### config.mk
export PLATFORM = sky130hd
export DESIGN_NAME = serial_add_ctrl
export DESIGN_NICKNAME = d
export VERILOG_FILES = /design/src/rtl/serial_add_ctrl.sv
export SDC_FILE = /design/constraint.sdc
export NUM_CORES = 1
export LEC_CHECK = 0
export BUFFER_PORTS_ARGS = -buffer_cell sky130_fd_sc_hd__buf_2
export CORE_UTILIZATION = 45
export CTS_CLUSTER_DIAMETER = 80
export DETAILED_ROUTE_END_ITERATION = 10
export GPL_ROUTABILITY_DRIVEN = 0
export GPL_TIMING_DRIVEN = 0
export PLACE_DENSITY_LB_ADDON = 0.15
export SLEW_MARGIN = 20
export SYNTH_ARGS = -nofsm -noshare
export SYNTH_HDL_FRONTEND = slang
export SYNTH_SLANG_ARGS = --single-unit
export TNS_END_PERCENT = 10
### constraint.sdc
create_clock -name clk -period 1.9 [get_ports clk]
set_input_delay 0 -clock clk [delete_from_list [all_inputs] [get_ports clk]]
set_output_delay 0 -clock clk [all_outputs]
set_load 0.1 [all_outputs]
### src/rtl/serial_add_ctrl.sv
// serial_add_ctrl: sequences a parallel operand pair through a bit-serial adder core and reassembles the sum.
// Optional: define SERIAL_ADD_CTRL_OVF_EN to add a registered two's-complement overflow output (ovf).
module serial_add_ctrl #(
    parameter int unsigned WIDTH = 4
) (
    input  logic             clk,
    input  logic             reset,
    input  logic             start,
    input  logic [WIDTH-1:0] A,
    input  logic [WIDTH-1:0] B,
    output logic             ser_a,
    output logic             ser_b,
    output logic             ser_clr,
    output logic             ser_en,
    input  logic             ser_s,
    input  logic             ser_co,
    output logic             busy,
    output logic             done,
    output logic [WIDTH-1:0] sum,
    output logic             cout
`ifdef SERIAL_ADD_CTRL_OVF_EN
    ,
    output logic             ovf
`endif
);

    localparam int unsigned CW = (WIDTH > 1) ? $clog2(WIDTH) : 1;
    localparam logic [CW-1:0] LAST = CW'(WIDTH - 1);

    typedef enum logic [1:0] {
        IDLE,
        LOAD,
        SHIFT,
        DONE
    } state_t;

    state_t           state;
    logic [WIDTH-1:0] a_reg;
    logic [WIDTH-1:0] b_reg;
    logic [CW-1:0]    cnt;

    // The core sees the current LSB of the internal operand copies.
    assign ser_a = a_reg[0];
    assign ser_b = b_reg[0];

    always_ff @(posedge clk) begin
        if (reset) begin
            state   <= IDLE;
            a_reg   <= '0;
            b_reg   <= '0;
            cnt     <= '0;
            ser_clr <= 1'b0;
            ser_en  <= 1'b0;
            busy    <= 1'b0;
            done    <= 1'b0;
            sum     <= '0;
            cout    <= 1'b0;
`ifdef SERIAL_ADD_CTRL_OVF_EN
            ovf     <= 1'b0;
`endif
        end else begin
            done <= 1'b0;
            case (state)
                IDLE, DONE: begin
                    if (start) begin
                        state   <= LOAD;
                        a_reg   <= A;
                        b_reg   <= B;
                        cnt     <= '0;
                        busy    <= 1'b1;
                        ser_clr <= 1'b1;
                    end else begin
                        state <= IDLE;
                    end
                end
                LOAD: begin
                    state   <= SHIFT;
                    ser_clr <= 1'b0;
                    ser_en  <= 1'b1;
                end
                SHIFT: begin
                    sum[cnt] <= ser_s;
                    a_reg    <= a_reg >> 1;
                    b_reg    <= b_reg >> 1;
                    cnt      <= cnt + CW'(1);
                    if (cnt == LAST) begin
                        state  <= DONE;
                        cout   <= ser_co;
                        done   <= 1'b1;
                        busy   <= 1'b0;
                        ser_en <= 1'b0;
`ifdef SERIAL_ADD_CTRL_OVF_EN
                        // On the last bit the operand LSBs are the captured MSBs and ser_s is the sum MSB.
                        ovf    <= (a_reg[0] == b_reg[0]) && (ser_s != a_reg[0]);
`endif
                    end
                end
                default: state <= IDLE;
            endcase
        end
    end

endmodule

==> impl_metrics.csv <==
group,metric,value,unit
status,outcome,"complete, no violations",
global_route,grt_max_degree,12,
sta,report.final.hold_viol_count,0,
global_route,grt_pass1_wl,3150,um
global_route,overflow,0,
synthesis,yosysWarnings,0,
detailed_routing,dr.pass1.iters,4,
power_and_ir_drop,power.density,1600,nW/um^2
sta,min_period,1.68,ns
worst_setup_path,slowest_delay,0.40,ns
global_route,grt_pass1_vias,738,
final_layout,drive_above_1_share,26.7,%
synthesis,netlist_instances,102,
global_route,track_usage,17.4,%
power_and_ir_drop,share_seq_of_total_power,32.4,%
final_layout,area_growth,24.3,%
run,cap_violations,0,
worst_setup_path,crit_path_start_kind,"register",
sta,clock.fmax,594,MHz
power_and_ir_drop,peakVddDrop,937,uV
clocking,clk_path_buf_depth,2,
sta,setup_tns,0,ns
die,dieArea,2340,sq um
power_and_ir_drop,switching_power,942,uW
worst_setup_path,rrSetupSlack,0.22,ns
die,floorplan.initialDensity,48.4,%
clocking,htreeDepth,1,
clocking,cts_num_sinks,21,
sta,rsz0062_at_grt,"no",
synthesis,synth_cell_type_count,24,
worst_setup_path,path_class,"register to register",
sta,setup_viol,0,
place,port_buffers,23,
synthesis,synthTopCellsByArea,"dfxtp_1 (43%), ha_1 (9.0%), mux2i_1 (7.2%)",
final_layout,layout.nets,156,
sta,max_slew_margin,63.3,%
clocking,cts.clk_slew.worst_paths,0.12,ns
power_and_ir_drop,p_comb_share,56.5,%
synthesis,syn_avg_cell_area,9.51,sq um
detailed_routing,first_iter_violations,12,
power_and_ir_drop,leakage,0.000514,uW
synthesis,ys_ff_latch,21,
power_and_ir_drop,p_int,992,uW
sta,final-max-slew-violation-count,0,
clocking,root_buffer,"clkbuf_4",
worst_setup_path,worstPathMaxFanout,10,
clocking,cts_tree,"done",
worst_setup_path,slowest_stage,"ha_1",
synthesis,synth_area,970,sq um
clocking,numCtsBuffers,3,
detailed_routing,vias,801,
detailed_routing,vias_per_cell,4.94,
detailed_routing,drc,0,
clocking,cts_setup_buffers,0,
die,io_pins,24,
synthesis,ys_seq_area_share,43.4,%
synthesis,synth_top_area_share,43.4,%
sta,period_share,88.7,%
worst_setup_path,cp-end-kind,"register",
final_layout,utilization,60.2,%
final_layout,antenna_cells,0,
synthesis,synth_top_cell_by_area,"dfxtp_1",
detailed_routing,drt_wl_total,1880,um
min_path,worstHoldPathType,"input pin to register",
worst_setup_path,crit_chain,"inv_1 -> ha_1 -> mux2_4 -> buf_6 -> a311oi_2",
power_and_ir_drop,swShare,48.7,%
detailed_routing,ant_nets,0,
power_and_ir_drop,p_clk_share,11.1,%
clocking,insertion_delay,0.30,ns
synthesis,syn-num-nets,122,
worst_setup_path,crit_arrival,1.91,ns
die,die_x,48.4,um
die,fp.dieH,48.4,um
clocking,cts_hold_buf,6,
sta,clock_skew,0.00425,ns
clocking,cts_resized,0,
die,coreArea,2000,sq um
sta,tightest_slew,0.550,ns
global_route,antenna_found_initial,0,
final_layout,layout_common_cells,"buf_2 (25), dfxtp_1 (21), nor2_1 (13)",
die,num_rows,16,
detailed_routing,wl_per_cell,11.6,um
worst_setup_path,cp_data_required_time,2.12,ns
final_layout,final_common_cell,"buf_2",
place,dp_hpwl,1300,um
==> kinds of logic (layout without fill, tap and decap cells) <==
| kind of cell | after synthesis | after routing | share of synthesized area, % |
|---|---|---|---|
| fa+ha+maj | 7 | 7 | 9.03 |
| compound gates | 22 | 22 | 17.7 |
| flops | 21 | 21 | 43.4 |
| simple gates | 34 | 34 | 15.5 |
| buf+inv | 9 | 42 | 4.51 |
| mux | 9 | 9 | 9.94 |
==> layer usage <==
layer / up-vias / wire length [um] / GRT usage [%]
li1: 419 / - / -
met1: 361 / 896 / 21.3
met2: 19 / 876 / 30.0
met3: 2 / 83 / 1.89
met4: 0 / 23 / 8.82
met5: - / 0 / 0
==> through the flow <==
step           area, sq um  setup slack, ns  hold WS (ns)  std cells  total power [uW]
6_report              1200            0.215        0.0284        162              1930
3_5_place_dp          1120            0.254         0.198        152              1720
4_1_cts               1200            0.204        0.0206        162              1950
2_1_floorplan          970            0.379        0.0679        102              1550
5_1_grt               1200            0.111        0.0620        162              2070
3_3_place_gp          1120            0.281         0.193        152              1700
==> path summary, 6_finish.rpt <==
path             from       end  cells after the start
max          state[0]      busy                      5
max reg2reg  state[0]      busy                      5
min reg2reg    sum[1]    sum[1]                      2
min              B[0]  b_reg[0]                      3
==> critical path: cells and delay by family (launching register included) <==
kind / cells / cell delay (ns)
buffers and inverters: 2 / 0.23
adder cells (fa/ha/maj): 1 / 0.40
multiplexers: 1 / 0.36
flip-flops: 1 / 0.38
AO/OA/AOI/OAI: 1 / 0.23
==> power groups by stage <==
stage	sequential [uW]	combinational, uW	clock, uW
2_1_floorplan	973	576	0
3_3_place_gp	631	1060	0
3_5_place_dp	636	1090	0
4_1_cts	627	1100	224
5_1_grt	643	1190	238
6_report	626	1090	214
==> final cells by class <==
cell class,count,area (sq um)
inverter,4,15.0
timing repair buffer,29,175
clock buffer,4,26.3
fill,184,797
multi-input combinational,72,505
sequential,21,420
tap,27,33.8
buffer,5,28.8
==> cell usage after synthesis <==
cell,number
a32oi_1,1
a21oi_1,8
dfxtp_1,21
nand3b_1,1
inv_1,4
ha_1,7
a211oi_1,6
nand2_1,11
mux2i_1,7
nor2_1,13
mux2_2,1
buf_6,1
a22oi_1,2
a211oi_2,3
clkbuf_1,1
and3b_1,1
a21bo_2,1
mux2_4,1
buf_1,1
buf_2,2
a311oi_2,1
or2b_1,1
nand2b_1,1
nand3_1,6
Power figures use the tool's default switching activity.
